<file path="src/rtl/attn_pkg.sv">
// Shared attention-pipeline parameters, sizes and loader state encoding.
// Row/matrix helpers map a frame beat index to its destination register.
package attn_pkg;

  localparam int DATA_WIDTH  = 16;
  localparam int TOKEN_DIM   = 4;
  localparam int TOKEN_NUM   = 8;
  localparam int ROW_W       = DATA_WIDTH * TOKEN_DIM;
  localparam int MAT_W       = ROW_W * TOKEN_NUM;
  localparam int FRAME_BEATS = 3 * TOKEN_NUM;
  localparam int BEAT_W      = $clog2(FRAME_BEATS);
  localparam int ROW_IW      = $clog2(TOKEN_NUM);

  typedef enum logic [1:0] {
    FILL  = 2'd0,
    HOLD  = 2'd1,
    DRAIN = 2'd2
  } ld_state_t;

  typedef logic [BEAT_W-1:0] beat_t;

  localparam beat_t LAST_BEAT = BEAT_W'(FRAME_BEATS - 1);

  function automatic logic [1:0] mat_of(beat_t b);
    return 2'(int'(b) / TOKEN_NUM);
  endfunction

  function automatic logic [ROW_IW-1:0] row_of(beat_t b);
    return ROW_IW'(int'(b) % TOKEN_NUM);
  endfunction

endpackage

</file>
<file path="src/rtl/qkv_stream_loader_if.sv">
// Row stream in, assembled Q/K/V frame out, both valid/ready.
// slave is the loader's view, master the producer/consumer side.
interface qkv_stream_loader_if;
  import attn_pkg::*;

  logic [ROW_W-1:0] s_data;
  logic             s_valid;
  logic             s_last;
  logic             s_ready;
  logic [MAT_W-1:0] Q;
  logic [MAT_W-1:0] K;
  logic [MAT_W-1:0] V;
  logic             qkv_valid;
  logic             qkv_ready;

  modport slave (
    input  s_data, s_valid, s_last, qkv_ready,
    output s_ready, Q, K, V, qkv_valid
  );

  modport master (
    output s_data, s_valid, s_last, qkv_ready,
    input  s_ready, Q, K, V, qkv_valid
  );

endinterface

</file>
<file path="src/rtl/qkv_stream_loader.sv">
// Collects Q, K, V token rows into flat matrices and holds the frame
// until the consumer takes it; bad framing is flagged and dropped.
module qkv_stream_loader
  import attn_pkg::*;
(
  input  logic                clk,
  input  logic                rst_n,
  qkv_stream_loader_if.slave  bus,
  output logic                frame_err,
  output logic [7:0]          frame_cnt
);

  ld_state_t            state, state_nxt;
  beat_t                beat_idx, beat_nxt;
  logic                 beat;
  logic                 wr_en;
  logic                 err_nxt;
  logic                 cnt_inc;
  logic [2:0]           mat_en;
  logic [TOKEN_NUM-1:0] row_en;
  logic [MAT_W-1:0]     q_mat, k_mat, v_mat;

  assign bus.s_ready   = (state != HOLD);
  assign bus.qkv_valid = (state == HOLD);
  assign beat          = bus.s_valid && bus.s_ready;
  assign bus.Q         = q_mat;
  assign bus.K         = k_mat;
  assign bus.V         = v_mat;

  // State, beat counter, error pulse and frame counter registers
  always_ff @(posedge clk or negedge rst_n) begin
    if (!rst_n) begin
      state     <= FILL;
      beat_idx  <= '0;
      frame_err <= 1'b0;
      frame_cnt <= 8'd0;
    end else begin
      state     <= state_nxt;
      beat_idx  <= beat_nxt;
      frame_err <= err_nxt;
      if (cnt_inc) frame_cnt <= frame_cnt + 8'd1;
    end
  end

  // Next state: framing checks on the last-beat marker
  always_comb begin
    state_nxt = state;
    beat_nxt  = beat_idx;
    err_nxt   = 1'b0;
    cnt_inc   = 1'b0;
    wr_en     = 1'b0;
    unique case (state)
      FILL: begin
        if (beat) begin
          wr_en = 1'b1;
          if (beat_idx == LAST_BEAT) begin
            beat_nxt = '0;
            if (bus.s_last) begin
              state_nxt = HOLD;
            end else begin
              state_nxt = DRAIN;
              err_nxt   = 1'b1;
            end
          end else if (bus.s_last) begin
            beat_nxt = '0;
            err_nxt  = 1'b1;
          end else begin
            beat_nxt = beat_idx + 1'b1;
          end
        end
      end
      HOLD: begin
        if (bus.qkv_ready) begin
          state_nxt = FILL;
          cnt_inc   = 1'b1;
        end
      end
      DRAIN: begin
        if (beat && bus.s_last) begin
          state_nxt = FILL;
          beat_nxt  = '0;
        end
      end
      default: state_nxt = FILL;
    endcase
  end

  // Decode beat index into matrix and row write enables
  always_comb begin
    mat_en = '0;
    row_en = '0;
    if (wr_en) begin
      unique case (1'b1)
        (mat_of(beat_idx) == 2'd0): mat_en[0] = 1'b1;
        (mat_of(beat_idx) == 2'd1): mat_en[1] = 1'b1;
        (mat_of(beat_idx) == 2'd2): mat_en[2] = 1'b1;
        default: mat_en = '0;
      endcase
      row_en[row_of(beat_idx)] = 1'b1;
    end
  end

  // Row register banks for Q, K and V
  always_ff @(posedge clk or negedge rst_n) begin
    if (!rst_n) begin
      q_mat <= '0;
      k_mat <= '0;
      v_mat <= '0;
    end else begin
      for (int r = 0; r < TOKEN_NUM; r++) begin
        if (row_en[r]) begin
          if (mat_en[0]) q_mat[r*ROW_W +: ROW_W] <= bus.s_data;
          if (mat_en[1]) k_mat[r*ROW_W +: ROW_W] <= bus.s_data;
          if (mat_en[2]) v_mat[r*ROW_W +: ROW_W] <= bus.s_data;
        end
      end
    end
  end

endmodule

</file>
<file path="src/flat_wrapper.sv">
// flat-port wrapper written by rule: the top's interface ports become plain ports
module qkv_stream_loader_flat import attn_pkg::*;
  (clk, rst_n, frame_err, frame_cnt, bus_s_data, bus_s_valid, bus_s_last, bus_qkv_ready, bus_s_ready, bus_Q, bus_K, bus_V, bus_qkv_valid);
  qkv_stream_loader_if bus_i ();
  input  logic clk;
  input  logic rst_n;
  output logic frame_err;
  output logic [7:0] frame_cnt;
  input wire logic [$bits(bus_i.s_data)-1:0] bus_s_data;
  input wire logic [$bits(bus_i.s_valid)-1:0] bus_s_valid;
  input wire logic [$bits(bus_i.s_last)-1:0] bus_s_last;
  input wire logic [$bits(bus_i.qkv_ready)-1:0] bus_qkv_ready;
  output wire logic [$bits(bus_i.s_ready)-1:0] bus_s_ready;
  output wire logic [$bits(bus_i.Q)-1:0] bus_Q;
  output wire logic [$bits(bus_i.K)-1:0] bus_K;
  output wire logic [$bits(bus_i.V)-1:0] bus_V;
  output wire logic [$bits(bus_i.qkv_valid)-1:0] bus_qkv_valid;
  assign bus_i.s_data = bus_s_data;
  assign bus_i.s_valid = bus_s_valid;
  assign bus_i.s_last = bus_s_last;
  assign bus_i.qkv_ready = bus_qkv_ready;
  assign bus_s_ready = bus_i.s_ready;
  assign bus_Q = bus_i.Q;
  assign bus_K = bus_i.K;
  assign bus_V = bus_i.V;
  assign bus_qkv_valid = bus_i.qkv_valid;
  qkv_stream_loader u_core (.clk(clk), .rst_n(rst_n), .bus(bus_i), .frame_err(frame_err), .frame_cnt(frame_cnt));
endmodule
</file>
<file path="config.mk">
export PLATFORM = sky130hd
export DESIGN_NAME = qkv_stream_loader_flat
export DESIGN_NICKNAME = d
export VERILOG_FILES = /design/src/rtl/attn_pkg.sv /design/src/rtl/qkv_stream_loader_if.sv /design/src/rtl/qkv_stream_loader.sv /design/src/flat_wrapper.sv
export SDC_FILE = /design/constraint.sdc
export NUM_CORES = 2
export LEC_CHECK = 0
export ABC_AREA = 1
export BUFFER_PORTS_ARGS = -buffer_cell sky130_fd_sc_hd__buf_2
export CAP_MARGIN = 10
export CORE_AREA = 4 4 630 632
export CTS_CLUSTER_SIZE = 28
export DETAILED_ROUTE_END_ITERATION = 10
export DIE_AREA = 0 0 634 636
export SKIP_LAST_GASP = 1
export SLEW_MARGIN = 10
export SYNTH_ARGS = -nofsm -noshare
export SYNTH_HDL_FRONTEND = slang
export SYNTH_SLANG_ARGS = --single-unit
</file>
<file path="constraint.sdc">
create_clock -name clk -period 1.8 [get_ports clk]
set_input_delay 0.09 -clock clk [delete_from_list [all_inputs] [get_ports clk]]
set_output_delay 0.09 -clock clk [all_outputs]
set_load 0.05 [all_outputs]
</file>
==> impl_results.md <==
- Run status: finished, violations left
- Violated checks: setup timing
- Number of warning messages in the yosys log: 0
- Number of antenna violations at the first check in global routing: approximately 40
- Post-synthesis average cell area: ~10 um^2
- Global-route wire length before repair: about 400 mm
- Tightest Pin Transition: approximately 0.82 ns
- VDD IR-drop max: approximately 0.0012 V
- Part of the Yosys area used for sequential elements: around 70%
- Final cell utilization of the core: a little over a fifth
- Dpl hpwl: approximately 190 mm
- Number of top-level pins: between 1,500 and 2,000
- DR vias/cell: a little under 4
- Worst min-delay path class: in -> reg
- Die area: a little over 400,000 um^2
- Total global routing overflow: 0
- Total via count in the routed design: roughly 49,000
- Combinational family with the most area after synthesis: compound AO/OA/AOI/OAI gates
- Post-route DRC violation count: 0
- Core Region: slightly below 400,000 um^2
- Setup repair after global routing missed its margin: yes
- Data required time at the worst endpoint: approximately 2.5 ns
- Portion of netlist area occupied by mux cells: 0%
- Post-Syn Nets: 5,382
- LEAKAGE: 0.0429 uW
- Die Span Y: 636 um
- Starting DRC count in detailed routing: around 4,500
- Tmin final: a little over 2 ns
- Clock latency reported for the late side of the worst-skew pair: between 0.8 and 0.9 ns
- Simple-gate share of the synthesized area: 11.4%
- Num CTS Buffers: between 150 and 200
- Classification of the worst setup path: reg -> reg
- Synthesized cell area: 55,300 um^2
- Row Count: 230
- Wire length per cell: around 24 um
- Layout cells sized above 1: 40.3%
- Clock slew at the register clock pins of the worst setup and hold paths: roughly 0.060 ns
- TritonCTS clock tree: built
- Endpoints failing setup: roughly 1,200
- Weighted congestion reported at the end of routability-driven placement: 0.788
- Critical Path Sink Type: flop
- Clock root buffer: sky130_fd_sc_hd__clkbuf_16
- Fraction of the mapped netlist area in compound gates: approximately 14%
- Final Cycle Share: 115%
- Arrival time of the worst setup path: about 2.8 ns
- Power density over the cells: around 1500 nW/um^2
- Drt pass-1 iters: 6
- XOR/XNOR share of the synthesized area: less than 1%
- Total design power: 128,000 uW
- Via count of the first global-routing pass: 46,400
- Initial core utilization: 14.1%
- Setup slack after layout: -0.262 ns
- Unique masters post-synth: 19
- Worst Setup Start Kind: flop
- Number of clock sinks seen by CTS: approximately 1,600
- Flops & latches, synth: around 1,600
- Antenna Nets Post-Route: 0
- Htree depth: 4
- Total Wirelength: between 300 and 400 mm
- Highest achievable clock rate: about 480 MHz
- Post-Synth Adder-Cell Area: less than 1%
- DIE WIDTH: approximately 630 um
- Headroom to the max-slew limit: 45.3%
- Max-cap viol count: 0
- P&R area growth vs syn: 55.5%
- Number of buffers inserted by port buffering: 1,615
- Final Hold Violating Endpoints: 0
- Filler Cells Inserted: approximately 42,000
- Combined global-route utilization of all metal layers: approximately 14%
- Final net count: about 7,300
- Setup Skew: ~0.10 ns
- Final Slew Violations: 0
- Clk buf depth: 4
- Pin count of the biggest net entering global routing: approximately 130
- Number of instances in the synthesized netlist: between 5,000 and 6,000
- Crit-path max FO: 12
==> worst paths after layout <==
kind                                                 from                            end  slack (ns)  cells past startpoint
setup reg to reg           u_core.beat_idx[1]$_DFFE_PN0P_   u_core.bus.Q[28]$_DFFE_PN0P_       -0.26                     10
hold / removal                             bus_s_data[35]  u_core.bus.Q[483]$_DFFE_PN0P_        0.21                      4
setup / recovery           u_core.beat_idx[1]$_DFFE_PN0P_   u_core.bus.Q[28]$_DFFE_PN0P_       -0.26                     10
max in group asynchronous                           rst_n  u_core.bus.V[488]$_DFFE_PN0P_        0.26                      7
hold reg to reg             u_core.bus.K[172]$_DFFE_PN0P_  u_core.bus.K[172]$_DFFE_PN0P_        0.48                      2
min in group asynchronous                           rst_n   u_core.bus.V[66]$_DFFE_PN0P_        0.59                      4
==> critical path, stage by stage, from the launching register on <==
cell,delay (ns)
sky130_fd_sc_hd__dfrtp_1,0.41
sky130_fd_sc_hd__buf_4,0.17
sky130_fd_sc_hd__nor2_2,0.11
sky130_fd_sc_hd__nand2_1,0.13
sky130_fd_sc_hd__nor2_4,0.16
sky130_fd_sc_hd__buf_12,0.15
sky130_fd_sc_hd__nand2_8,0.07
sky130_fd_sc_hd__buf_16,0.17
sky130_fd_sc_hd__clkbuf_16,0.25
sky130_fd_sc_hd__nand2_1,0.08
sky130_fd_sc_hd__o21ai_1,0.08
==> through the flow <==
stage | TNS (ns) | hold WS [ns] | cell area [um^2] | worst slack, ns | instances
after global placement | -49.51 | 0.260 | 71800 | -0.211 | 12000
after CTS | -116.26 | 0.0709 | 82600 | -0.227 | 12500
after detailed placement | -63.80 | 0.256 | 71800 | -0.224 | 12000
after global routing | -256.79 | 0.154 | 85900 | -0.335 | 12600
after floorplan | 0 | -0.206 | 55300 | 0.311 | 5311
final | -116.57 | 0.212 | 86000 | -0.262 | 12600
==> layout make-up <==
class	instances	area, um^2	area share, %
Antenna cell	34	85.1	0.0990
Tap cell	5220	6530	7.60
Multi-Input combinational cell	3211	16400	19.1
Clock inverter	68	1060	1.24
Sequential cell	1552	38800	45.2
Timing Repair Buffer	2204	17600	20.5
Inverter	86	347	0.403
Clock buffer	247	5040	5.86
==> Yosys cell counts <==
cell / instances / area share [%]
sky130_fd_sc_hd__ha_1: 2 / 0.045
sky130_fd_sc_hd__inv_1: 83 / 0.56
sky130_fd_sc_hd__nor2_2: 9 / 0.10
sky130_fd_sc_hd__clkbuf_1: 232 / 1.6
sky130_fd_sc_hd__nand2_8: 1 / 0.036
sky130_fd_sc_hd__nand3_1: 22 / 0.20
sky130_fd_sc_hd__o21ai_0: 747 / 6.8
sky130_fd_sc_hd__inv_2: 3 / 0.020
sky130_fd_sc_hd__o21ai_1: 793 / 7.2
sky130_fd_sc_hd__dfrtp_1: 1552 / 70
sky130_fd_sc_hd__nor2_1: 11 / 0.075
sky130_fd_sc_hd__a21oi_1: 2 / 0.018
sky130_fd_sc_hd__and2_1: 1 / 0.011
sky130_fd_sc_hd__buf_1: 20 / 0.14
sky130_fd_sc_hd__nand2_1: 1610 / 11
sky130_fd_sc_hd__nor2_4: 1 / 0.020
sky130_fd_sc_hd__buf_2: 216 / 2.0
sky130_fd_sc_hd__xor2_1: 4 / 0.063
sky130_fd_sc_hd__nand4_1: 2 / 0.023
==> per-layer routing <==
layer	global-route usage, %	routed length (um)
met3	3.44	28300
met1	17.0	119000
met4	6.23	16300
met2	22.4	142000
met5	0	12
==> flip-flops by register name, indices dropped and copies added (netlist names) <==
signal	flops
u_core.bus.K	512
u_core.bus.Q	512
u_core.state	2
u_core.bus.V	512
u_core.frame_cnt	8
u_core.beat_idx	5
u_core.frame_err	1
==> kinds of logic after synthesis <==
| logic type | after synthesis |
|---|---|
| AO/OA/AOI/OAI | 1542 |
| XOR/XNOR | 4 |
| adder cells (fa/ha/maj) | 2 |
| buffers and inverters | 554 |
| flip-flops | 1552 |
| AND/OR/NAND/NOR | 1657 |
==> repair_timing <==
item | 4_1_cts | 5_1_grt
endpoints found under the setup margin | 1349 | 1493
hold endpoints to repair | 3058 | 0
resized for setup | 451 | 594
pin swaps | 17 | 28
setup buffers | 58 | 29
cloned | 73 | 66
hold buffers | 71 | 0
==> power breakdown <==
part           total (uW)  switching (uW)  internal [uW]  leakage, uW
registers           44600            3730          40900       0.0210
clock network       38500           15800          22700      0.00300
logic               44400           34100          10200       0.0188
==> cells in the final DEF (no fill, tap or decap), drive strengths merged <==
cell,count
a21oi,2
and2,1
buf,2081
bufbuf,4
bufinv,21
clkbuf,296
clkinv,46
clkinvlp,2
dfrtp,1552
diode,34
dlygate4sd3,70
ha,2
inv,85
nand2,1617
nand3,22
nand4,2
nor2,21
o21ai,1540
xor2,4
No activity file was read; power rests on OpenSTA's default activity.
